==> src/rtl/mem_arbiter.sv <==
// Serialises instruction-fetch and data requests onto one fixed-latency RAM port.
// Under contention the grant alternates between the two streams (round-robin).
module mem_arbiter #(
  parameter int ADDR_W  = 32,
  parameter int DATA_W  = 32,
  parameter int RAM_LAT = 2
) (
  input  logic              CLK,
  input  logic              RST,
  input  logic              iREN,
  input  logic [ADDR_W-1:0] iaddr,
  output logic [DATA_W-1:0] iload,
  output logic              ihit,
  input  logic              dREN,
  input  logic              dWEN,
  input  logic [ADDR_W-1:0] daddr,
  input  logic [DATA_W-1:0] dstore,
  output logic [DATA_W-1:0] dload,
  output logic              dhit,
  output logic              ram_REN,
  output logic              ram_WEN,
  output logic [ADDR_W-1:0] ram_addr,
  output logic [DATA_W-1:0] ram_store,
  input  logic [DATA_W-1:0] ram_load
);

  typedef enum logic [1:0] {IDLE, IACC, DACC} state_t;

  localparam logic [3:0] LAT = 4'(RAM_LAT);

  state_t            state_q, state_d;
  logic [3:0]        cnt_q, cnt_d;
  logic              last_d_q, last_d_d;   // 1: most recent grant went to data
  logic [ADDR_W-1:0] addr_q, addr_d;
  logic [DATA_W-1:0] store_q, store_d;
  logic              wr_q, wr_d;

  logic dpend;
  logic done;

  assign dpend = dREN | dWEN;
  assign done  = (cnt_q == 4'd1);

  always_ff @(posedge CLK) begin
    if (RST) begin
      state_q  <= IDLE;
      cnt_q    <= 4'd0;
      last_d_q <= 1'b0;
      addr_q   <= '0;
      store_q  <= '0;
      wr_q     <= 1'b0;
    end else begin
      state_q  <= state_d;
      cnt_q    <= cnt_d;
      last_d_q <= last_d_d;
      addr_q   <= addr_d;
      store_q  <= store_d;
      wr_q     <= wr_d;
    end
  end

  always_comb begin
    state_d  = state_q;
    cnt_d    = cnt_q;
    last_d_d = last_d_q;
    addr_d   = addr_q;
    store_d  = store_q;
    wr_d     = wr_q;
    case (state_q)
      IDLE: begin
        // Data wins when alone, or when both pend and instructions went last.
        if (dpend && (!iREN || !last_d_q)) begin
          state_d  = DACC;
          addr_d   = daddr;
          store_d  = dstore;
          wr_d     = dWEN;
          cnt_d    = LAT;
          last_d_d = 1'b1;
        end else if (iREN) begin
          state_d  = IACC;
          addr_d   = iaddr;
          wr_d     = 1'b0;
          cnt_d    = LAT;
          last_d_d = 1'b0;
        end
      end
      IACC, DACC: begin
        cnt_d = cnt_q - 4'd1;
        if (done) state_d = IDLE;
      end
      default: state_d = IDLE;
    endcase
  end

  always_comb begin
    ram_REN   = 1'b0;
    ram_WEN   = 1'b0;
    ram_addr  = '0;
    ram_store = '0;
    ihit      = 1'b0;
    dhit      = 1'b0;
    iload     = '0;
    dload     = '0;
    case (state_q)
      IACC: begin
        ram_REN  = 1'b1;
        ram_addr = addr_q;
        // A withdrawn request still finishes its RAM access, just without a hit.
        if (done && iREN) begin
          ihit  = 1'b1;
          iload = ram_load;
        end
      end
      DACC: begin
        ram_REN  = ~wr_q;
        ram_WEN  = wr_q;
        ram_addr = addr_q;
        if (wr_q) ram_store = store_q;
        if (done && dpend) begin
          dhit = 1'b1;
          if (!wr_q) dload = ram_load;
        end
      end
      default: ;
    endcase
  end

endmodule
==> config.mk <==
export PLATFORM = sky130hd
export DESIGN_NAME = mem_arbiter
export DESIGN_NICKNAME = d
export VERILOG_FILES = /design/src/rtl/mem_arbiter.sv
export SDC_FILE = /design/constraint.sdc
export NUM_CORES = 1
export LEC_CHECK = 0
export ABC_CLOCK_PERIOD_IN_PS = 3300
export CAP_MARGIN = 20
export CORE_AREA = 2 2 102 104
export CTS_BUF_LIST = sky130_fd_sc_hd__clkbuf_4 sky130_fd_sc_hd__clkbuf_8
export DETAILED_ROUTE_END_ITERATION = 16
export DIE_AREA = 0 0 104 106
export DONT_BUFFER_PORTS = 1
export HOLD_SLACK_MARGIN = 0.15
export SLEW_MARGIN = 20
export SYNTH_ARGS = -nofsm -noshare
export SYNTH_HDL_FRONTEND = slang
export SYNTH_SLANG_ARGS = --single-unit
==> constraint.sdc <==
create_clock -name CLK -period 3.3 [get_ports CLK]
set_input_delay 0.495 -clock CLK [delete_from_list [all_inputs] [get_ports CLK]]
set_output_delay 0.495 -clock CLK [all_outputs]
set_load 0.02 [all_outputs]
==> out/qor.txt, run 1 <==
Gate Count Post-Synth - 531
Mean Syn Cell Area - 7.65 sq um
Die ar. - 11000 sq um
number of CTS-inserted buffers - 9
CP endpoint - iload[21]
Yosys top cell area share - 35.5%
reg2reg path depth - 6
fin crit share - 84.4%
Achievable Freq - 0.359 GHz
post-synthesis mux area share - 0%
Final ANT Viol Nets - 0
PnR worst setup slack - 0.513 ns
Adder-Cell Fraction of Synth Area - 1.54%
via count - 3711
Area Overhead vs Synth - 5.48%
register area share after synthesis - 35.5%
worst vdd ir - 473 uV
clock insertion delay at the later pin of the skew report - 0.36 ns
Final Util - 42.9%
R2R Path End - state_q[1]$_SDFFE_PP0P_
drc violations - 0
Slew Limit Fails - 0
reg2reg setup slack - 1.01 ns
FF-to-FF Start - state_q[0]$_SDFFE_PP0P_
gr ovfl total - 0
WP data required - 2.80 ns
main combinational cell family by area after synthesis - simple AND/OR/NAND/NOR gates
HPWL after detailed placement - 8.67 mm
Rows - 37
die width - 104 um
vias in the first global route - 3464
CTS Hold Bufs - 0
critical path class - flop to output port
syn nets - 669
Synth area leader - dfxtp_1
Yosys reg bits - 72
outcome - finished clean
IO buf count - 0
first-pass GRT wire length - 18.2 mm
Max Root-Sink Buffers - 2
Synth Cell Area - 4060 sq um
TNS Setup - 0 ns
compound-gate portion of the synthesized area - 22.8%
Synth Area in XOR/XNOR - 0%
initial antenna violation count - 1
GPL Wtd Cong - 0.792
Synth area leaders - dfxtp_1 35%, and2_1 15%, a21oi_1 8.4%
Lkg Pwr - 1.75 nW
Setup Buffers After CTS - 0
CP endpoint kind - output port
# H-tree levels - 3
Max-Cap Viols - 0
Hold Violations, Final - 0
Worst slew margin - 44.4%
CP Launch Type - flop
worst hold path class - input port to flop
CP startpoint - cnt_q[0]$_SDFFE_PP0P_
initial core utilization - 40.6%
crit path time final - 2.79 ns
simple-gate portion of the synthesized area - 33.3%
layout net count - 638
yosys synthesis warning count - 0
via/cell ratio - 5.77
post-CTS sizing - 0
DR WL/cell - 18.9 um
worst-path maximum fanout - 33
Die Ht - 106 um
clk sinks - 72
I/O pin total - 265
unrepaired setup endpoints after global routing - no
Final setup viols - 0
Place WS - 0.914 ns
TritonCTS clock tree - yes
crit path DAT - 2.29 ns
largest net degree at the start of global routing - 76
CTS root buf - clkbuf_8
pwr/cell area - 873 nW/um^2
final clock skew - 0.0198 ns
share of post-route cells with drive strength above 1 - 8.32%
overall routing resource usage - 20.7%
Initial DRC Count - 213
1st-pass router iterations - 4
Routed WL - 12.2 mm
CTS clock-pin slew for the worst setup and hold paths - 0.07 ns
Unique masters post-synth - 37
worst-margin pin slew - 0.833 ns
Core Area - 10000 sq um
==> area by class of cell <==
class                   count  area, sq um
clock inverters             5         38.8
multi-input cells         400         2370
well taps                 136          170
flip-flops and latches     72         1440
clock buffers              11          145
repair buffers             10         87.6
diodes                      2         5.00
fillers                  1024         5710
inverters                   7         26.3
==> logic make-up (layout without fill, tap and decap cells) <==
kind of cell,count (synthesis),after routing
other,0,2
buffers and inverters,59,33
flip-flops,72,72
AO/OA/AOI/OAI,149,149
AND/OR/NAND/NOR,246,246
adder cells (fa/ha/maj),5,5
==> how the worst min path moves through the flow <==
stage,from,end,slack [ns],cells past startpoint
floorplan,store_q[19]$_SDFFE_PP0P_,store_q[19]$_SDFFE_PP0P_,0.45,2
global placement,store_q[31]$_SDFFE_PP0P_,store_q[31]$_SDFFE_PP0P_,0.45,2
detailed placement,store_q[31]$_SDFFE_PP0P_,store_q[31]$_SDFFE_PP0P_,0.46,2
CTS,RST,addr_q[12]$_SDFFE_PP0P_,0.18,1
global route,RST,addr_q[6]$_SDFFE_PP0P_,0.18,1
finish,RST,addr_q[6]$_SDFFE_PP0P_,0.21,1
==> worst max-delay path: stages, from the launching register on <==
cell	delay, ns
dfxtp_1	0.39
ha_1	0.17
nor3b_1	0.28
and3_1	0.72
and2_1	0.38
==> state kept, by name, summed over array words and instances, names as in the netlist <==
| name | flops |
|---|---|
| wr_q | 1 |
| addr_q | 32 |
| cnt_q | 4 |
| last_d_q | 1 |
| state_q | 2 |
| store_q | 32 |
==> synth_stat cells <==
cell type / number
a22oi_1: 1
nor3_1: 1
dfxtp_1: 72
buf_1: 1
nand4b_1: 1
nor3b_1: 1
nor3_2: 1
a211oi_2: 10
inv_1: 7
a21oi_1: 68
or4b_4: 1
buf_2: 17
nor4b_2: 1
nand2_1: 32
o31ai_4: 1
nand2b_1: 2
and3_1: 33
a31oi_1: 2
clkbuf_1: 26
o21ai_0: 37
o21ai_1: 1
o2bb2ai_1: 1
buf_4: 6
o31ai_1: 1
nand3b_1: 1
a2bb2oi_2: 1
or3b_1: 1
o32ai_1: 2
nor2b_1: 3
a211oi_1: 22
o31a_1: 1
and2_1: 98
nor2_1: 37
nand3_1: 33
buf_6: 2
a32oi_1: 1
ha_1: 5
==> cells in the final DEF (no fill, tap or decap), types with 2 or more instances in the layout <==
cell type	Yosys	routed
a211oi_1	22	22
a211oi_2	10	10
a21oi_1	68	68
a31oi_1	2	2
and2_1	98	98
and3_1	33	33
buf_4	6	9
clkbuf_8	0	10
dfxtp_1	72	72
diode_2	0	2
ha_1	5	5
inv_1	7	7
inv_6	0	2
nand2_1	32	32
nand2b_1	2	2
nand3_1	33	33
nor2_1	37	37
nor2b_1	3	3
o21ai_0	37	37
o32ai_1	2	2
==> metrics by stage <==
step	hold WS, ns	instances	power, mW	instance area, sq um
2_1_floorplan	0.449	531	2.77	4060
3_3_place_gp	0.451	625	3.05	4100
3_5_place_dp	0.456	625	3.11	4100
4_1_cts	0.182	641	3.77	4280
5_1_grt	0.182	643	4.05	4290
6_report	0.213	643	3.74	4290
==> per-layer routing <==
layer / up-vias / part of all wire, % / track usage [%]
li1: 1760 / - / -
met1: 1767 / 39 / 23.4
met2: 161 / 50 / 35.6
met3: 23 / 7.6 / 6.81
met4: 0 / 3.4 / 9.65
met5: - / 0 / 0
==> report_power, final <==
part	switching, mW	internal (mW)
Sequential	0.140	1.16
Combinational	1.22	0.563
Clock	0.351	0.308
Total	1.71	2.03
Power figures use the tool's default switching activity.
==> run 2: changes to the inputs <==
--- a/config.mk
+++ b/config.mk
@@ -5,7 +5,7 @@
 export SDC_FILE = /design/constraint.sdc
 export NUM_CORES = 1
 export LEC_CHECK = 0
-export ABC_CLOCK_PERIOD_IN_PS = 3300
+export ABC_CLOCK_PERIOD_IN_PS = 2300
 export CAP_MARGIN = 20
 export CORE_AREA = 2 2 102 104
 export CTS_BUF_LIST = sky130_fd_sc_hd__clkbuf_4 sky130_fd_sc_hd__clkbuf_8
==> constraint.sdc (replaced) <==
create_clock -name CLK -period 2.3 [get_ports CLK]
set_input_delay 0.345 -clock CLK [delete_from_list [all_inputs] [get_ports CLK]]
set_output_delay 0.345 -clock CLK [all_outputs]
set_load 0.02 [all_outputs]
==> out/qor.txt, run 2 (same netlist as run 1, synthesis figures left out) <==
fin crit share - 98.2%
GPL Wtd Cong - 0.846
die width - 104 um
via/cell ratio - 5.64
largest net degree at the start of global routing - 72
Reg area - 1440 sq um
DR WL met3 - 1.10 mm
unrepaired setup endpoints after global routing - yes
cell family with the largest share of critical-path delay - simple AND/OR/NAND/NOR gates
most common cell after layout, fill and taps aside - dfxtp_1
slowest CP cell - or3b_4
crit path cell chain - inv_2 -> ha_4 -> or3b_4 -> nor3_4 -> buf_6 -> and2_2
clk sinks - 72
wire length on met1 - 5.03 mm
top layer in use - met4
drc violations - 0
1st-pass router iterations - 4
DR WL/cell - 19.0 um
area of the multi-input gates - 2500 sq um
outcome - finished clean
gr ovfl total - 0
I/O pin total - 265
most frequent cells in the layout - 70 x dfxtp_1, 68 x a21oi_1, 64 x dlygate4sd3_1
pwr/cell area - 1120 nW/um^2
# H-tree levels - 3
CP Launch Type - flop
Slew Limit Fails - 0
Routed WL - 13.7 mm
worst-path maximum fanout - 8
critical path class - flop to output port
Rows - 37
Die Ht - 106 um
share of post-route cells with drive strength above 1 - 21.2%
initial antenna violation count - 2
Hold Violations, Final - 0
crit path DAT - 1.91 ns
Final setup viols - 0
hold slack final - 0.172 ns
via count - 4069
Largest regs - addr_q x32, store_q x32, cnt_q x4
Achievable Freq - 0.443 GHz
CP endpoint kind - output port
Area Overhead vs Synth - 29.0%
Max Root-Sink Buffers - 2
overall routing resource usage - 23.2%
IO buf count - 0
WP data required - 1.96 ns
number of CTS-inserted buffers - 9
Max-Cap Viols - 0
Place WS - 0.302 ns
first-pass GRT wire length - 20.4 mm
CTS root buf - clkbuf_8
WP buf/inv - 2
final clock skew - 0.00887 ns
Worst slew margin - 51.7%
HPWL after detailed placement - 8.78 mm
worst hold path class - input port to flop
fill count - 930
Core Area - 10000 sq um
PnR worst setup slack - 0.0415 ns
vias in the first global route - 3951
initial core utilization - 40.6%
layout net count - 714
clock insertion delay at the later pin of the skew report - 0.36 ns
TritonCTS clock tree - yes
worst-margin pin slew - 0.725 ns
Final ANT Viol Nets - 0
met2 routed WL - 6.93 mm
Die ar. - 11000 sq um
crit path time final - 2.26 ns
CTS clock-pin slew for the worst setup and hold paths - 0.08 ns
CP peak stage delay - 0.40 ns
Lkg Pwr - 2.18 nW
Initial DRC Count - 315
worst vdd ir - 571 uV
## run 2: through the flow
stage	area, sq um	setup TNS (ns)	instances	util (%)	power [mW]
floorplan	4060	0	531	-	3.98
global placement	4140	0	631	41.4	4.48
detailed placement	4140	0	631	41.4	4.55
CTS	5090	-0.697	712	50.9	5.83
global route	5240	-1.23	721	52.4	6.32
finish	5240	0	721	52.4	5.89
## run 2: layout make-up
type / count / area share, %
well taps: 136 / 3.25
clock inverters: 7 / 1.96
flip-flops and latches: 72 / 27.5
diodes: 4 / 0.191
multi-input cells: 400 / 47.8
repair buffers: 86 / 16.4
clock buffers: 9 / 2.36
inverters: 7 / 0.501
## run 2: repair_timing
| action | CTS | global route |
|---|---|---|
| resized for setup | 37 | 70 |
| hold buffers | 65 | 0 |
| pin swaps | 0 | 24 |
| setup endpoints to repair | 64 | 64 |
| gates cloned | 0 | 3 |
| setup buffers | 0 | 2 |
| hold endpoints to repair | 71 | 0 |
## run 2: worst register-to-register path: stages, from the launching register on
cell	delay, ns
dfxtp_1	0.32
inv_1	0.10
ha_1	0.35
buf_4	0.39
inv_1	0.08
buf_4	0.23
o21ai_0	0.22
a21oi_1	0.09
## run 2: where the power goes
group          switching [mW]  internal, mW  leakage (nW)
clock                   0.532         0.622         0.110
sequential              0.222          1.67         0.597
combinational            1.84         0.996          1.47
total                    2.59          3.29          2.18
## run 2: per-layer routing
layer	track usage [%]	vias up
li1	-	1924
met1	25.6	1893
met2	40.3	214
met3	7.60	38
met4	11.5	0
met5	0	-
## run 2: path summary, 6_finish.rpt
kind,startpoint,to,slack (ns),cells after the start
setup / recovery,cnt_q[1]$_SDFFE_PP0P_,dload[19],0.04,6
hold / removal,RST,state_q[0]$_SDFFE_PP0P_,0.17,2
setup reg to reg,state_q[0]$_SDFFE_PP0P_,store_q[24]$_SDFFE_PP0P_,0.41,7
hold reg to reg,store_q[8]$_SDFFE_PP0P_,store_q[8]$_SDFFE_PP0P_,0.48,2
